### config.mk
export PLATFORM = sky130hd
export DESIGN_NAME = reg_writeback_arbiter
export DESIGN_NICKNAME = d
export VERILOG_FILES = /design/src/rtl/reg_writeback_arbiter.sv
export SDC_FILE = /design/constraint.sdc
export NUM_CORES = 1
export LEC_CHECK = 0
export ABC_CLOCK_PERIOD_IN_PS = 4600
export BUFFER_PORTS_ARGS = -buffer_cell sky130_fd_sc_hd__buf_2
export CAP_MARGIN = 30
export CORE_MARGIN = 3
export CORE_UTILIZATION = 50
export CTS_CLUSTER_DIAMETER = 120
export CTS_CLUSTER_SIZE = 40
export DETAILED_ROUTE_END_ITERATION = 7
export GPL_TIMING_DRIVEN = 0
export PLACE_DENSITY = 0.81
export SLEW_MARGIN = 30
export SYNTH_ARGS = -nofsm -noshare
export SYNTH_HDL_FRONTEND = slang
export SYNTH_SLANG_ARGS = --single-unit
### constraint.sdc
create_clock -name clk -period 4.6 [get_ports clk]
set_input_delay 0.46 -clock clk [delete_from_list [all_inputs] [get_ports clk]]
set_output_delay 0.46 -clock clk [all_outputs]
set_load 0.05 [all_outputs]
### src/rtl/reg_writeback_arbiter.sv
// Merges ALU results (priority, 1-cycle) and FIFO-buffered load results (>=2 cycles) onto the register-file write port.
// Backpressure: load_ready drops while the load FIFO is full; ALU results are never stalled; writes to x0 are discarded.
module reg_writeback_arbiter #(
    parameter int DATA_W     = 32,
    parameter int ADDR_W     = 5,
    parameter int FIFO_DEPTH = 4,
    parameter int CNT_W      = 16
) (
    input  logic              clk,
    input  logic              nRST,
    input  logic              alu_valid,
    input  logic [ADDR_W-1:0] alu_rd,
    input  logic [DATA_W-1:0] alu_data,
    input  logic              load_valid,
    output logic              load_ready,
    input  logic [ADDR_W-1:0] load_rd,
    input  logic [DATA_W-1:0] load_data,
    output logic              reg_write,
    output logic [ADDR_W-1:0] write_index,
    output logic [DATA_W-1:0] write_data,
    input  logic [ADDR_W-1:0] query_idx1,
    input  logic [ADDR_W-1:0] query_idx2,
    output logic              pending1,
    output logic              pending2,
    output logic [CNT_W-1:0]  conflict_cnt
);
    localparam int PTR_W  = $clog2(FIFO_DEPTH);
    localparam int CNT_FW = PTR_W + 1;
    localparam logic [CNT_FW-1:0] DEPTH_C = CNT_FW'(FIFO_DEPTH);

    logic [ADDR_W-1:0] mem_rd_q   [FIFO_DEPTH];
    logic [ADDR_W-1:0] mem_rd_d   [FIFO_DEPTH];
    logic [DATA_W-1:0] mem_data_q [FIFO_DEPTH];
    logic [DATA_W-1:0] mem_data_d [FIFO_DEPTH];
    logic [PTR_W-1:0]  wr_ptr_q, wr_ptr_d;
    logic [PTR_W-1:0]  rd_ptr_q, rd_ptr_d;
    logic [CNT_FW-1:0] count_q, count_d;

    logic              reg_write_q, reg_write_d;
    logic [ADDR_W-1:0] write_index_q, write_index_d;
    logic [DATA_W-1:0] write_data_q, write_data_d;
    logic [CNT_W-1:0]  conflict_cnt_q, conflict_cnt_d;

    logic alu_take;
    logic fifo_empty;
    logic push;
    logic pop;

    // Ready is derived from the registered count only, so a pop this cycle never admits an extra load.
    assign load_ready = (count_q < DEPTH_C);

    always_comb begin
        alu_take   = alu_valid && (alu_rd != '0);
        fifo_empty = (count_q == '0);
        pop        = !alu_take && !fifo_empty;
        push       = load_valid && load_ready && (load_rd != '0);

        mem_rd_d   = mem_rd_q;
        mem_data_d = mem_data_q;
        if (push) begin
            mem_rd_d[wr_ptr_q]   = load_rd;
            mem_data_d[wr_ptr_q] = load_data;
        end
        wr_ptr_d = wr_ptr_q + PTR_W'(push);
        rd_ptr_d = rd_ptr_q + PTR_W'(pop);
        count_d  = count_q + CNT_FW'(push) - CNT_FW'(pop);

        conflict_cnt_d = conflict_cnt_q;
        if (alu_take && !fifo_empty && (conflict_cnt_q != '1)) begin
            conflict_cnt_d = conflict_cnt_q + CNT_W'(1);
        end

        reg_write_d   = 1'b0;
        write_index_d = write_index_q;
        write_data_d  = write_data_q;
        if (alu_take) begin
            reg_write_d   = 1'b1;
            write_index_d = alu_rd;
            write_data_d  = alu_data;
        end else if (pop) begin
            reg_write_d   = 1'b1;
            write_index_d = mem_rd_q[rd_ptr_q];
            write_data_d  = mem_data_q[rd_ptr_q];
        end
    end

    always_ff @(posedge clk or negedge nRST) begin
        if (!nRST) begin
            for (int i = 0; i < FIFO_DEPTH; i++) begin
                mem_rd_q[i]   <= '0;
                mem_data_q[i] <= '0;
            end
            wr_ptr_q       <= '0;
            rd_ptr_q       <= '0;
            count_q        <= '0;
            reg_write_q    <= 1'b0;
            write_index_q  <= '0;
            write_data_q   <= '0;
            conflict_cnt_q <= '0;
        end else begin
            mem_rd_q       <= mem_rd_d;
            mem_data_q     <= mem_data_d;
            wr_ptr_q       <= wr_ptr_d;
            rd_ptr_q       <= rd_ptr_d;
            count_q        <= count_d;
            reg_write_q    <= reg_write_d;
            write_index_q  <= write_index_d;
            write_data_q   <= write_data_d;
            conflict_cnt_q <= conflict_cnt_d;
        end
    end

    assign reg_write    = reg_write_q;
    assign write_index  = write_index_q;
    assign write_data   = write_data_q;
    assign conflict_cnt = conflict_cnt_q;

    // Scan only the occupied slots, walking forward from the read pointer.
    logic             fifo_hit1;
    logic             fifo_hit2;
    logic [PTR_W-1:0] slot;

    always_comb begin
        fifo_hit1 = 1'b0;
        fifo_hit2 = 1'b0;
        slot      = '0;
        for (int k = 0; k < FIFO_DEPTH; k++) begin
            slot = rd_ptr_q + PTR_W'(k);
            if (CNT_FW'(k) < count_q) begin
                if (mem_rd_q[slot] == query_idx1) fifo_hit1 = 1'b1;
                if (mem_rd_q[slot] == query_idx2) fifo_hit2 = 1'b1;
            end
        end
    end

    assign pending1 = (query_idx1 != '0) &&
                      (fifo_hit1 || (reg_write_q && (write_index_q == query_idx1)));
    assign pending2 = (query_idx2 != '0) &&
                      (fifo_hit2 || (reg_write_q && (write_index_q == query_idx2)));

endmodule

==> metrics.cfg, run 1 <==
[outcome]
status = finished clean

[placed_design]
dpl.hpwl_um = 15780
place_congestion = 0.8543
dpl.cell_count = 1117
io_buffer_count = 134
post-place-ws_ns = 1.342

[layout]
layout.cells.non_filler = 1129
register_area_um2 = 5230
drive_gt1_frac = 0.4241
layout.nets = 960
syn_to_final_growth_pct = 13.35
multiInputGateArea_um2 = 4690
fillCellCount = 1640

[timing]
setup_slack_ns = 1.146
finalSetupTns_ns = 0
finalHoldViolCount = 0
max_freq_ghz = 0.2895
slew_violations = 0
worstMarginPinSlew_ns = 0.9583
setup_violations = 0
rsz0062_at_grt = false
min_period_over_period = 0.7508
layout_min_cycle_time_ns = 3.454
clock_skew_ns = 0.05365
slew_headroom = 0.3611

[worst_setup_path]
end_kind = output port
cp_data_arrival_time_ns = 2.99
critPathMostFrequentCell = buf_2
crit_required_ns = 4.14
cp_slowest_cell = mux4_1
cp-start-kind = flop
crit_fanout = 10
crit_chain = buf_2, buf_2, mux4_1, xor2_1, nor4_1, nand3_1, o311ai_1, o22a_1, buf_2
path_class = flop to output port
critPathMaxStageDelay_ns = 0.42

[die]
die_h_um = 148.9
coreArea_um2 = 19780
rows = 51
die_x_um = 148.9
die_area_um2 = 22160
boundaryPins = 145
initial_core_util = 0.5158

[clock_network]
cts_buffer_depth = 3
cts_sinks = 209
root_buffer = clkbuf_16
clk_pin_slew_worst_paths_ns = 0.14
cts_tree = yes
postCtsSetupRepairBufs = 0
htreeDepth = 1
numCtsBuffers = 9
cts-resized-gates = 0
worstSkewPairLatency_ns = 0.48

[global_route]
grt_pass1_wl_um = 35560
grt-ovfl-total = 0
track_usage = 0.2006
grt_max_degree = 63
grt_pass1_vias = 6578
antenna_found_initial = 3

[routing]
wl_met2_um = 10640
dr.first_iter.drc_count = 353
drc = 0
wl_met3_um = 1130
via_per_inst = 5.606
vias = 6329
final_antenna_net_count = 0
routedWlPerCell_um = 19.51
route.final.wire_length_um = 22020
wl_met1_um = 9763
firstDrtPassIters = 6
top_layer = met5

[logic_synthesis]
synth_nets = 811
synth_top_area_share = 0.5126
avgSynthCellArea_um2 = 14.27
synth_warnings = 0
yosysTopAreaCell = dfrtp_1
syn_inst = 715
synth_cell_types = 40
yosys_register_bits = 209
async_flop_share = 1.000
yosysMostFrequentCell = dfrtp_1
ys_seq_area_frac = 0.5126
synth.top_cells.by_area = dfrtp_1 (51%), mux2_2 (16%), mux4_2 (8.6%)
yosys-top-cells-count = dfrtp_1 (209), mux2_2 (148), mux4_2 (39), nor2_1 (38), a21oi_1 (37)
syn_area_um2 = 10200
synth_ff_type = dfrtp_1
synth_edf_count = 0

[power]
total_power_mw = 8.510
powerDensity_nw_per_um2 = 735.8
leakage_nw = 5.031
peakVddDrop_uv = 336.1

[worst_hold_path]
holdCritPathClass = input pin to flop

[job]
cap_violations = 0

[path summary, 6_finish.rpt]
path | start | end | slack [ns] | depth (start not counted)
min reg2reg | conflict_cnt[6] | conflict_cnt[6] | 0.51 | 1
min in group asynchronous | nRST | mem_rd_q[16] | 0.40 | 2
max | rd_ptr_q[1] | pending1 | 1.15 | 9
max in group asynchronous | nRST | write_data[11] | 2.90 | 5
min | alu_data[16] | write_data[16] | 0.21 | 3
max reg2reg | count_q[1] | count_q[2] | 1.54 | 10
[stage by stage]
step	hold WS [ns]	cell area, um^2	utilization
2_1_floorplan	0.1644	10200	-
3_3_place_gp	0.4713	11210	0.5665
3_5_place_dp	0.3346	11300	0.5712
4_1_cts	0.2054	11560	0.5846
5_1_grt	0.2019	11570	0.5847
6_report	0.2138	11570	0.5847
[kinds of logic (layout without fill, tap and decap cells)]
family | Yosys count | count (layout) | share of synthesized area
flip-flops | 209 | 209 | 0.5126
XOR/XNOR | 68 | 68 | 0.05837
buffers and inverters | 57 | 205 | 0.02784
multiplexers | 237 | 237 | 0.3193
AO/OA/AOI/OAI | 47 | 47 | 0.02636
AND/OR/NAND/NOR | 89 | 89 | 0.04500
adder cells (fa/ha/maj) | 8 | 8 | 0.01055
other | 0 | 1 | 0
[registers in the layout, indices dropped and copies added, names as in the netlist]
name,cells
conflict_cnt,16
count_q,3
mem_data_q,128
mem_rd_q,20
rd_ptr_q,2
reg_write,1
wr_ptr_q,2
write_data,32
write_index,5
[where the power goes]
group | internal (mW) | switching [mW] | total (mW)
Clock | 0.370 | 0.573 | 0.943
Combinational | 2.08 | 2.24 | 4.32
Sequential | 2.71 | 0.538 | 3.24
[layer usage]
metal  up-vias  global-route usage
met3        26             0.02613
li1       2915                   -
met1      3242              0.2902
met4         4             0.04897
met2       142              0.3276
met5         -                   0
[area by class of cell]
cell class,instances,share of cell area
diodes,1,0.0002164
plain buffers,48,0.02164
clock buffers,9,0.01947
clock inverters,1,0.002596
inverters,9,0.002921
multi-input cells,449,0.4055
flip-flops and latches,209,0.4522
well taps,265,0.02867
repair buffers,138,0.06685
[timing repair]
item                                    in CTS  in global routing
hold buffers                                 1                  0
hold endpoints to repair                    30                  0
endpoints found under the setup margin       0                  0
[worst max-delay path: cells and delay by family, from the launching register on]
family	cells	cell delay [ns]
mux	1	0.42
flops	1	0.35
xor+xnor	1	0.18
compound gates	2	0.35
buf+inv	3	0.78
simple gates	2	0.44
[layout by cell type (no fill, tap or decap), drive strengths merged, types with 3 or more instances in the layout]
cell type	synthesis	final
inv	9	9
mux2	149	149
ha	7	7
xnor2	35	35
mux4	52	52
nand4	8	8
xor2	33	33
nor4	6	6
or4	3	3
mux2i	36	36
a21oi	37	37
nand2	11	11
dfrtp	209	209
nand3	12	12
nor3	5	5
buf	32	169
clkbuf	16	25
nor2	38	38
Power figures use the tool's default switching activity.
==> run 2, diff against run 1 <==
Settings changed: ABC_CLOCK_PERIOD_IN_PS 4600 to 3000, PLACE_DENSITY 0.81 to 0.84.
Clock period 4.6 ns to 3 ns, I/O delays scaled along.
==> run 2 against run 1 <==
The flow now finishes with violations (negative setup slack). Non-clock buffer count is 1 higher. Setup slack got worse by 1.2 ns. Routed wire length increased by 1.7%. Sequential share of layout area is 0.088 points lower. Via count up 0.95%.
==> metrics.cfg, run 2 (synthesized netlist as in run 1, its figures left out) <==
[die]
die_area_um2 = 22160  ; unchanged
rows = 51  ; unchanged
coreArea_um2 = 19780  ; unchanged
initial_core_util = 0.5158  ; unchanged
die_h_um = 148.9  ; unchanged
boundaryPins = 145  ; unchanged
die_x_um = 148.9  ; unchanged

[worst_setup_path]
crit_family = multiplexers
worstRegToRegCells = 10  ; unchanged
cp_slowest_cell = mux4_2
critPathMostFrequentCell = buf_6
r2r_slack_ns = 0.25  ; -1.29 ns
end_kind = output port
crit_fanout = 8  ; -2
cp-start-kind = flop
r2r-start = count_q[1]
crit_required_ns = 2.70  ; -1.44 ns
path_class = flop to output port
path_buf_inv = 3  ; unchanged
crit_chain = buf_6, buf_12, mux4_2, xor2_1, nor4_1, nand3_1, o311ai_2, o22a_1, buf_6
reg2reg_to = count_q[2]
critPathMaxStageDelay_ns = 0.56  ; +0.14 ns
cp_data_arrival_time_ns = 2.73  ; -0.26 ns

[power]
p_seq_frac = 0.377  ; -0.004
clock_power_share = 0.110  ; about the same
leakage_nw = 5.012  ; -0.38%
swShare = 0.3943  ; +0.0006133
p_comb_frac = 0.513  ; +0.005
total_power_mw = 13.26  ; +56%
peakVddDrop_uv = 733.8  ; +120%
p_sw_mw = 5.229  ; +56%
powerDensity_nw_per_um2 = 1144  ; +56%
p_int_mw = 8.033  ; +56%

[layout]
layout.cells.non_filler = 1131  ; +0.18%
layout.nets = 961  ; +0.10%
syn_to_final_growth_pct = 13.57
layout_commonest_cell = dfrtp_1
drive_gt1_frac = 0.4370  ; +0.01289
largest-register = mem_data_q
largest_reg_flops = 128  ; unchanged
layout_common_cells = dfrtp_1 (209), mux2_2 (148), buf_2 (145)
finalInstanceArea_um2 = 11590  ; +0.19%
fin_util = 0.5858  ; +0.001139

[timing]
rsz0062_at_grt = true
setup_violations = 2  ; +2
min_period_over_period = 1.009
finalSetupTns_ns = -0.03061  ; -0.03061 ns
worstMarginPinSlew_ns = 0.9392  ; -0.01916 ns
finalHoldViolCount = 0  ; unchanged
slew_headroom = 0.3739  ; +0.01277
max_freq_ghz = 0.3303
hold_ws_ns = 0.05431  ; -0.1595 ns
clock_skew_ns = 0.02246  ; -0.03118 ns
slew_violations = 0  ; unchanged
setup_slack_ns = -0.02764  ; -1.174 ns
layout_min_cycle_time_ns = 3.028

[job]
cap_violations = 0  ; unchanged

[worst_hold_path]
holdCritPathClass = input pin to flop
hold_path_startpoint = alu_rd[2]
hold_depth = 2  ; -1
hold_path_end = write_index[2]

[outcome]
status = finished with violations
violations = negative setup slack

[routing]
vias = 6389  ; +0.95%
route.final.wire_length_um = 22400  ; +1.7%
firstDrtPassIters = 5  ; -1
final_antenna_net_count = 0  ; unchanged
via_per_inst = 5.649  ; +0.77%
drc = 0  ; unchanged
dr.first_iter.drc_count = 278  ; -21%
routedWlPerCell_um = 19.81  ; +1.6%

[global_route]
track_usage = 0.2036  ; +0.003020
antenna_found_initial = 4  ; +1
grt_max_degree = 87  ; +38%
grt_pass1_wl_um = 36120  ; +1.6%
grt_pass1_vias = 6674  ; +1.5%
grt-ovfl-total = 0  ; unchanged

[placed_design]
dpl.cell_count = 1116  ; -0.090%
dpl.hpwl_um = 15970  ; +1.2%
place_congestion = 0.8856  ; +3.7%
io_buffer_count = 134  ; unchanged
post-place-ws_ns = -0.2183  ; -1.560 ns
placed_cell_area_um2 = 11270  ; -0.24%

[clock_network]
numCtsBuffers = 9  ; unchanged
cts_sinks = 209  ; unchanged
worstSkewPairLatency_ns = 0.47  ; about the same
root_buffer = clkbuf_16
cts_buffer_depth = 3  ; unchanged
cts_tree = yes
clk_pin_slew_worst_paths_ns = 0.14  ; about the same
htreeDepth = 1  ; unchanged

-- run 2: worst max path at each step --
stage / from / to / slack, ns / cells past startpoint
final: rd_ptr_q[0] / pending1 / -0.03 / 9
after global placement: nRST / mem_data_q[44] / -1.87 / 1
after floorplan: count_q[1] / count_q[2] / 0.48 / 10
after CTS: rd_ptr_q[0] / pending1 / -0.03 / 9
after detailed placement: alu_rd[1] / count_q[2] / -0.22 / 11
after global routing: rd_ptr_q[0] / pending2 / -0.13 / 9
-- run 2: final cells by class --
class / count / area, um^2
Fill cell: 1589 / 8193
Sequential cell: 209 / 5230
Multi-Input combinational cell: 449 / 4672
Timing Repair Buffer: 139 / 790.8
Tap cell: 265 / 331.6
Buffer: 48 / 266.5
Clock buffer: 9 / 225.2
Clock inverter: 2 / 36.28
Inverter: 9 / 33.78
Antenna cell: 1 / 2.502
-- run 2: power groups by stage --
stage / Sequential [mW] / Combinational [mW] / Clock (mW)
2_1_floorplan: 5.79 / 4.37 / 0
3_3_place_gp: 4.95 / 6.51 / 0
3_5_place_dp: 5.04 / 6.68 / 0
4_1_cts: 4.99 / 6.81 / 1.51
5_1_grt: 5.17 / 7.30 / 1.61
6_report: 5.00 / 6.80 / 1.46
-- run 2: layer usage --
metal / routed length, um / vias to the layer above / GRT usage
met5: 34 / - / 0
met4: 295 / 6 / 0.03524
met3: 1166 / 29 / 0.03130
met2: 11110 / 161 / 0.3424
met1: 9802 / 3302 / 0.2890
li1: - / 2891 / -
-- run 2: repair_timing --
item	CTS	global route
gates cloned	0	1
setup endpoints to repair	4	4
buffers inserted	1	0
gates resized for setup	16	4
endpoints found under the hold margin	62	0
pin swaps	3	0
hold buffers	1	0
